--- src/rtl/mips_ctrl_pkg.sv ---
// mips_ctrl_pkg: opcodes, state codes, ALUOp constants and decode helper (MIPS_BNE_EN adds bne).
package mips_ctrl_pkg;
    typedef enum logic [3:0] {
        S_FETCH  = 4'd0,
        S_DECODE = 4'd1,
        S_MEMADR = 4'd2,
        S_MEMRD  = 4'd3,
        S_MEMWB  = 4'd4,
        S_MEMWR  = 4'd5,
        S_EXEC   = 4'd6,
        S_ALUWB  = 4'd7,
        S_BRANCH = 4'd8,
        S_IEXEC  = 4'd9,
        S_IWB    = 4'd10,
        S_JUMP   = 4'd11,
        S_TRAP   = 4'd12
    } state_t;

    localparam logic [5:0] OP_RTYPE = 6'b000000;
    localparam logic [5:0] OP_J     = 6'b000010;
    localparam logic [5:0] OP_BEQ   = 6'b000100;
    localparam logic [5:0] OP_BNE   = 6'b000101;
    localparam logic [5:0] OP_ADDI  = 6'b001000;
    localparam logic [5:0] OP_ANDI  = 6'b001100;
    localparam logic [5:0] OP_ORI   = 6'b001101;
    localparam logic [5:0] OP_LW    = 6'b100011;
    localparam logic [5:0] OP_SW    = 6'b101011;

    localparam logic [2:0] ALUOP_AND   = 3'b000;
    localparam logic [2:0] ALUOP_OR    = 3'b001;
    localparam logic [2:0] ALUOP_ADD   = 3'b010;
    localparam logic [2:0] ALUOP_SUB   = 3'b110;
    localparam logic [2:0] ALUOP_FUNCT = 3'b111;

    function automatic state_t decode_next(input logic [5:0] op);
        return (op == OP_LW || op == OP_SW) ? S_MEMADR :
               (op == OP_RTYPE) ? S_EXEC :
               (op == OP_BEQ) ? S_BRANCH :
`ifdef MIPS_BNE_EN
               (op == OP_BNE) ? S_BRANCH :
`endif
               (op == OP_ADDI || op == OP_ANDI || op == OP_ORI) ? S_IEXEC :
               (op == OP_J) ? S_JUMP : S_TRAP;
    endfunction
endpackage

--- src/rtl/mips_ctrl_outdec.sv ---
// mips_ctrl_outdec: combinational state/opcode to control-output decode (MIPS_BNE_EN adds bne).
module mips_ctrl_outdec
    import mips_ctrl_pkg::*;
(
    input  logic       reset,
    input  state_t     state,
    input  logic [5:0] opcode,
    input  logic       zero,
    input  logic       mem_ready,
    output logic       pc_en,
    output logic       iord,
    output logic       mem_read,
    output logic       mem_write,
    output logic       ir_write,
    output logic       reg_dst,
    output logic       mem_to_reg,
    output logic       reg_write,
    output logic       alu_src_a,
    output logic [1:0] alu_src_b,
    output logic [1:0] pc_src,
    output logic [0:2] alu_op,
    output logic       illegal
);
    logic pc_en_raw, mem_read_raw, mem_write_raw, ir_write_raw, reg_write_raw;

    always_comb begin
        pc_en_raw     = 1'b0;
        iord          = 1'b0;
        mem_read_raw  = 1'b0;
        mem_write_raw = 1'b0;
        ir_write_raw  = 1'b0;
        reg_dst       = 1'b0;
        mem_to_reg    = 1'b0;
        reg_write_raw = 1'b0;
        alu_src_a     = 1'b0;
        alu_src_b     = 2'b00;
        pc_src        = 2'b00;
        alu_op        = ALUOP_AND;
        illegal       = 1'b0;
        case (state)
            S_FETCH: begin
                mem_read_raw = 1'b1;
                alu_src_b    = 2'b01;
                alu_op       = ALUOP_ADD;
                ir_write_raw = mem_ready;
                pc_en_raw    = mem_ready;
            end
            S_DECODE: begin
                alu_src_b = 2'b11;
                alu_op    = ALUOP_ADD;
            end
            S_MEMADR: begin
                alu_src_a = 1'b1;
                alu_src_b = 2'b10;
                alu_op    = ALUOP_ADD;
            end
            S_MEMRD: begin
                iord         = 1'b1;
                mem_read_raw = 1'b1;
            end
            S_MEMWB: begin
                reg_write_raw = 1'b1;
                mem_to_reg    = 1'b1;
            end
            S_MEMWR: begin
                iord          = 1'b1;
                mem_write_raw = 1'b1;
            end
            S_EXEC: begin
                alu_src_a = 1'b1;
                alu_op    = ALUOP_FUNCT;
            end
            S_ALUWB: begin
                reg_write_raw = 1'b1;
                reg_dst       = 1'b1;
            end
            S_BRANCH: begin
                alu_src_a = 1'b1;
                alu_op    = ALUOP_SUB;
                pc_src    = 2'b01;
`ifdef MIPS_BNE_EN
                pc_en_raw = (opcode == OP_BNE) ? ~zero : zero;
`else
                pc_en_raw = zero;
`endif
            end
            S_IEXEC: begin
                alu_src_a = 1'b1;
                alu_src_b = 2'b10;
                alu_op    = (opcode == OP_ANDI) ? ALUOP_AND : (opcode == OP_ORI) ? ALUOP_OR : ALUOP_ADD;
            end
            S_IWB: reg_write_raw = 1'b1;
            S_JUMP: begin
                pc_src    = 2'b10;
                pc_en_raw = 1'b1;
            end
            S_TRAP: illegal = 1'b1;
            default: ;
        endcase
    end

    // Reset overrides every enable immediately, not just from the next edge.
    assign pc_en     = pc_en_raw & ~reset;
    assign mem_read  = mem_read_raw & ~reset;
    assign mem_write = mem_write_raw & ~reset;
    assign ir_write  = ir_write_raw & ~reset;
    assign reg_write = reg_write_raw & ~reset;
endmodule

--- src/rtl/mips_multicycle_control.sv ---
// mips_multicycle_control: multicycle MIPS control FSM; define MIPS_BNE_EN to support bne.
module mips_multicycle_control
    import mips_ctrl_pkg::*;
(
    input  logic       clk,
    input  logic       reset,
    input  logic [5:0] opcode,
    input  logic       zero,
    input  logic       mem_ready,
    output logic       pc_en,
    output logic       iord,
    output logic       mem_read,
    output logic       mem_write,
    output logic       ir_write,
    output logic       reg_dst,
    output logic       mem_to_reg,
    output logic       reg_write,
    output logic       alu_src_a,
    output logic [1:0] alu_src_b,
    output logic [1:0] pc_src,
    output logic [0:2] alu_op,
    output logic [3:0] state,
    output logic       illegal
);
    state_t cur, nxt;

    always_ff @(posedge clk)
        cur <= reset ? S_FETCH : nxt;

    always_comb begin
        nxt = S_FETCH;
        case (cur)
            S_FETCH:  nxt = mem_ready ? S_DECODE : S_FETCH;
            S_DECODE: nxt = decode_next(opcode);
            S_MEMADR: nxt = (opcode == OP_LW) ? S_MEMRD : S_MEMWR;
            S_MEMRD:  nxt = mem_ready ? S_MEMWB : S_MEMRD;
            S_MEMWR:  nxt = mem_ready ? S_FETCH : S_MEMWR;
            S_EXEC:   nxt = S_ALUWB;
            S_IEXEC:  nxt = S_IWB;
            S_TRAP:   nxt = S_TRAP;
            default:  nxt = S_FETCH;
        endcase
    end

    assign state = cur;

    mips_ctrl_outdec u_outdec (
        .reset      (reset),
        .state      (cur),
        .opcode     (opcode),
        .zero       (zero),
        .mem_ready  (mem_ready),
        .pc_en      (pc_en),
        .iord       (iord),
        .mem_read   (mem_read),
        .mem_write  (mem_write),
        .ir_write   (ir_write),
        .reg_dst    (reg_dst),
        .mem_to_reg (mem_to_reg),
        .reg_write  (reg_write),
        .alu_src_a  (alu_src_a),
        .alu_src_b  (alu_src_b),
        .pc_src     (pc_src),
        .alu_op     (alu_op),
        .illegal    (illegal)
    );
endmodule

--- config.mk ---
export PLATFORM = sky130hd
export DESIGN_NAME = mips_multicycle_control
export DESIGN_NICKNAME = d
export VERILOG_FILES = /design/src/rtl/mips_ctrl_pkg.sv /design/src/rtl/mips_ctrl_outdec.sv /design/src/rtl/mips_multicycle_control.sv
export SDC_FILE = /design/constraint.sdc
export NUM_CORES = 1
export LEC_CHECK = 0
export ABC_CLOCK_PERIOD_IN_PS = 3340
export CAP_MARGIN = 10
export CORE_MARGIN = 1.5
export CORE_UTILIZATION = 45
export CTS_BUF_LIST = sky130_fd_sc_hd__clkbuf_8
export DETAILED_ROUTE_END_ITERATION = 12
export PLACE_DENSITY = 0.95
export RECOVER_POWER = 25
export SYNTH_ARGS = -nofsm -noshare
export SYNTH_HDL_FRONTEND = slang
export SYNTH_SLANG_ARGS = --single-unit
--- constraint.sdc ---
create_clock -name clk -period 3.34 [get_ports clk]
set_clock_uncertainty 0.05 [all_clocks]
set_input_delay 0.668 -clock clk [delete_from_list [all_inputs] [get_ports clk]]
set_output_delay 0.668 -clock clk [all_outputs]
set_load 0.01 [all_outputs]
==> results.md, run 1 <==
- Wire length of the first global-routing pass: 3243 um
- Switch share: around 34%
- Part of the power in registers: approximately 23%
- Worst-case hold slack: approximately 680 ps
- Leakage power: ~0.00034 uW
- Height of the chip: 41.21 um
- Data required time of the worst path: 2620 ps
- Fin. Hold Viols: 0
- Clk Tree Root Cell: sky130_fd_sc_hd__clkbuf_8
- Final worst path period need: 3177 ps
- Nets: 138
- Clock tree from TritonCTS: built
- Critical path buffer and inverter count: 2
- Core region area: 1334 sq um
- Share of cells above drive strength 1: 8.730%
- Cts-stage hold buffer count: 0
- Worst relative slew slack: 44.11%
- # rows: 13
- Largest fanout on the critical path: 8
- Endpoint type of the worst setup path: output pin
- Avg Vias per Cell: 6.305
- Post-synthesis sequential element count: 4
- Pin count of the biggest net entering global routing: 23
- Number of buffers added on ports: 30
- Run status: complete, no violations
- # DRC: 0
- Remaining antenna violation count after routing: 0
- Fill cells: 109
- Starting DRT DRC Count: 18
- Combined area of the multi-input logic cells: 533.0 sq um
- CP dominant cell by count: sky130_fd_sc_hd__clkdlybuf4s50_1
- Timing startpoint of the critical path: opcode[1]
- Number of H-tree branching levels: 1
- Setup fix buffers added after clock tree synthesis: 0
- I/O pin total: 31
- PwrDens: just over 300 nW/um^2
- Unrepaired setup endpoints after global routing: false
- Worst ir drop on vdd: 0.3339 mV
- Total number of yosys warnings: 0
- GR Util All Layers: between 20 and 30%
- Routed length per placed instance: approximately 15 um
- Latest clock arrival within the worst-skew pair: about 210 ps
- Total Routed Length: 2062 um
- Vias in the first global route: around 750
- Maximum root-to-sink buffer count: 2
- Setup tns final: 0 ps
- Number of max-cap violations: 0
- Launch instance of the worst register-to-register path: state[0]
- Number of buffers created by CTS: 3
- Die Area: between 1500 and 2000 sq um
- Mapped cell area: roughly 660 sq um
- Cell at the slowest stage of the critical path: sky130_fd_sc_hd__clkdlybuf4s50_1
- Category of the most critical setup path: in -> out
- Worst path max stage delay: 600 ps
- Arrival @ worst endpoint: ~2500 ps
- Element type at the critical path start: input port
- Worst min path class: reg -> reg
- Area Growth Syn to Fin: 51.62%
- Proportion of power drawn by combinational gates: around 45%
- Max FFs per register: 4
- Drt pass-1 iters: 4
- Reg area: approximately 80 sq um
- Post-Synthesis Cells: 98
- Initial antenna violation count: 0
- Part of the power in the clock network: between 30% and 40%
- Leading cell type in the layout, fill and taps excluded: sky130_fd_sc_hd__clkdlybuf4s50_1
- Most used cells in the layout excluding fill and tap cells: 28 x sky130_fd_sc_hd__clkdlybuf4s50_1, 11 x sky130_fd_sc_hd__nor2_1, 9 x sky130_fd_sc_hd__a21oi_1
- Net switching power figure: 105.1 uW
- Effective utilization at floorplan: between 40% and 50%
- Synthesized area divided by synthesized cell count: about 6.7 sq um
- FMAX: between 300 and 400 MHz
- Num Clock Sinks: 4
- Syn Nets: between 100 and 150
- Sequential share of the synthesized area: between 10 and 15%
- Tcrit/Tclk final: 95.12%
- CP Cell Sequence: clkdlybuf4s50_1 > nor2_1 > a31o_2 > a221oi_1 > clkdlybuf4s50_1
- Number of unique standard cell types used by synthesis: a little over 40
- Via count: a little under 900
- P_int: approximately 200 uW
- Number of slew-limit violations in the final report: 0
- Worst-margin pin slew: 817.2 ps
- Antenna diode instance count: 0
- X dimension of the die: ~40 um
- Crit path max-delay family: buffers and inverters
- GRT overflow: 0
- Number of resized instances in the post-cts repair step: 0
- Worst Hold Launch: state[3]
- Final setup violation count: 0
- Detail Placement HPWL: ~1500 um
- Register clock-pin slew on the reported worst setup and hold paths: 30 ps
- RePlAce Congestion: just over 0.8
[layout make-up]
cell class / instances / area share, %
Multi-Input combinational cell: 85 / 53.52
Tap cell: 15 / 1.884
Inverter: 2 / 0.7538
Timing Repair Buffer: 32 / 31.66
Sequential cell: 4 / 8.040
Clock buffer: 3 / 4.146
[per-layer routing]
metal | vias to the layer above | track usage [%] | share of wire (%)
met5 | - | 0 | 0
met4 | 0 | 7.258 | 0
met3 | 0 | 1.630 | 5.1
met2 | 33 | 48.83 | 48
met1 | 430 | 36.42 | 46
li1 | 426 | - | -
[stage by stage]
| step | area (sq um) | setup slack (ps) | power (uW) | utilization [%] | instances |
|---|---|---|---|---|---|
| after floorplan | 656.9 | 1246 | 142.8 | - | 98 |
| after global placement | 960.9 | 222.4 | 207.6 | 72.05 | 138 |
| after detailed placement | 960.9 | 185.6 | 212.6 | 72.05 | 138 |
| after CTS | 1002 | 177.9 | 315.3 | 75.14 | 141 |
| after global routing | 996.0 | 71.78 | 331.9 | 74.67 | 141 |
| final | 996.0 | 163.1 | 309.7 | 74.67 | 141 |
[worst reg2reg max path: cells and delay by family, from the launching register on]
| family | cells | cell delay, ps |
|---|---|---|
| AND/OR/NAND/NOR | 1 | 210 |
| AO/OA/AOI/OAI | 3 | 1100 |
| flip-flops | 1 | 660 |
[power groups by stage]
| stage | logic (uW) | clock network (uW) | registers [uW] |
|---|---|---|---|
| CTS | 141 | 103 | 71.5 |
| global route | 150 | 108 | 74.1 |
| detailed placement | 140 | 0 | 72.2 |
| finish | 138 | 99.9 | 71.5 |
| floorplan | 82.8 | 0 | 60.0 |
| global placement | 136 | 0 | 71.2 |
[synth_stat cells]
cell type                   instances  area, sq um
sky130_fd_sc_hd__o31ai_1            1        7.510
sky130_fd_sc_hd__or3_1              2        12.51
sky130_fd_sc_hd__and4bb_1           1        12.51
sky130_fd_sc_hd__clkbuf_1           4        15.01
sky130_fd_sc_hd__a2111oi_2          1        15.01
sky130_fd_sc_hd__and2_0             1        6.260
sky130_fd_sc_hd__xor2_1             1        8.760
sky130_fd_sc_hd__o22a_1             1        8.760
sky130_fd_sc_hd__mux2_2             2        22.52
sky130_fd_sc_hd__nand2b_2           1        8.760
sky130_fd_sc_hd__nand3_1            1        5.000
sky130_fd_sc_hd__inv_1              2        7.510
sky130_fd_sc_hd__or4_1              2        15.01
sky130_fd_sc_hd__nor4_1             3        18.77
sky130_fd_sc_hd__buf_2              3        15.01
sky130_fd_sc_hd__and3_1             1        6.260
sky130_fd_sc_hd__a31oi_2            1        12.51
sky130_fd_sc_hd__o32ai_1            1        8.760
sky130_fd_sc_hd__o21a_1             1        7.510
sky130_fd_sc_hd__o211ai_1           1        7.510
sky130_fd_sc_hd__o22ai_1            1        6.260
sky130_fd_sc_hd__or2_1              1        6.260
sky130_fd_sc_hd__dfxtp_1            4        80.08
sky130_fd_sc_hd__or3b_1             1        8.760
sky130_fd_sc_hd__or2b_1             1        7.510
sky130_fd_sc_hd__nand2b_1           5        31.28
sky130_fd_sc_hd__nand2_1            6        22.52
sky130_fd_sc_hd__a21o_1             3        22.52
sky130_fd_sc_hd__a31o_2             1        8.760
sky130_fd_sc_hd__a221oi_1           1        8.760
sky130_fd_sc_hd__nand4_1            1        6.260
sky130_fd_sc_hd__nand3b_1           4        30.03
sky130_fd_sc_hd__o21ai_0            2        10.01
sky130_fd_sc_hd__a21boi_1           1        7.510
sky130_fd_sc_hd__a21oi_1            9        45.04
sky130_fd_sc_hd__nor2_1            11        41.29
sky130_fd_sc_hd__or3b_2             1        8.760
sky130_fd_sc_hd__nor3_1             7        35.03
sky130_fd_sc_hd__o2111ai_1          1        8.760
sky130_fd_sc_hd__nor2b_1            5        31.28
sky130_fd_sc_hd__o41ai_1            1        8.760
[logic make-up (layout without fill, tap and decap cells)]
group                     count (synthesis)  count (layout)  synth area share (%)
xor gates and xnor gates                  1               1                 1.334
muxes                                     2               2                 3.428
and+or+nand+nor                          55              55                 47.81
DFF                                       4               4                 12.19
buffers and inverters                     9              37                 5.713
AOI/OAI and AO/OA                        27              27                 29.53
[worst paths after layout]
kind               end  slack, ps  cells past startpoint
max          alu_op[1]        160                      5
min           state[3]        680                      2
max reg2reg   state[2]       1250                      4
min reg2reg   state[3]        680                      2
Note: power is estimated with default switching activity, not from simulation.
==> run 2: changes to the inputs <==
Settings changed: SKIP_CTS_REPAIR_TIMING from default to 1.
==> results of run 2 <==
Same layout as run 1: the final DEF is identical, and so are final timing and power.
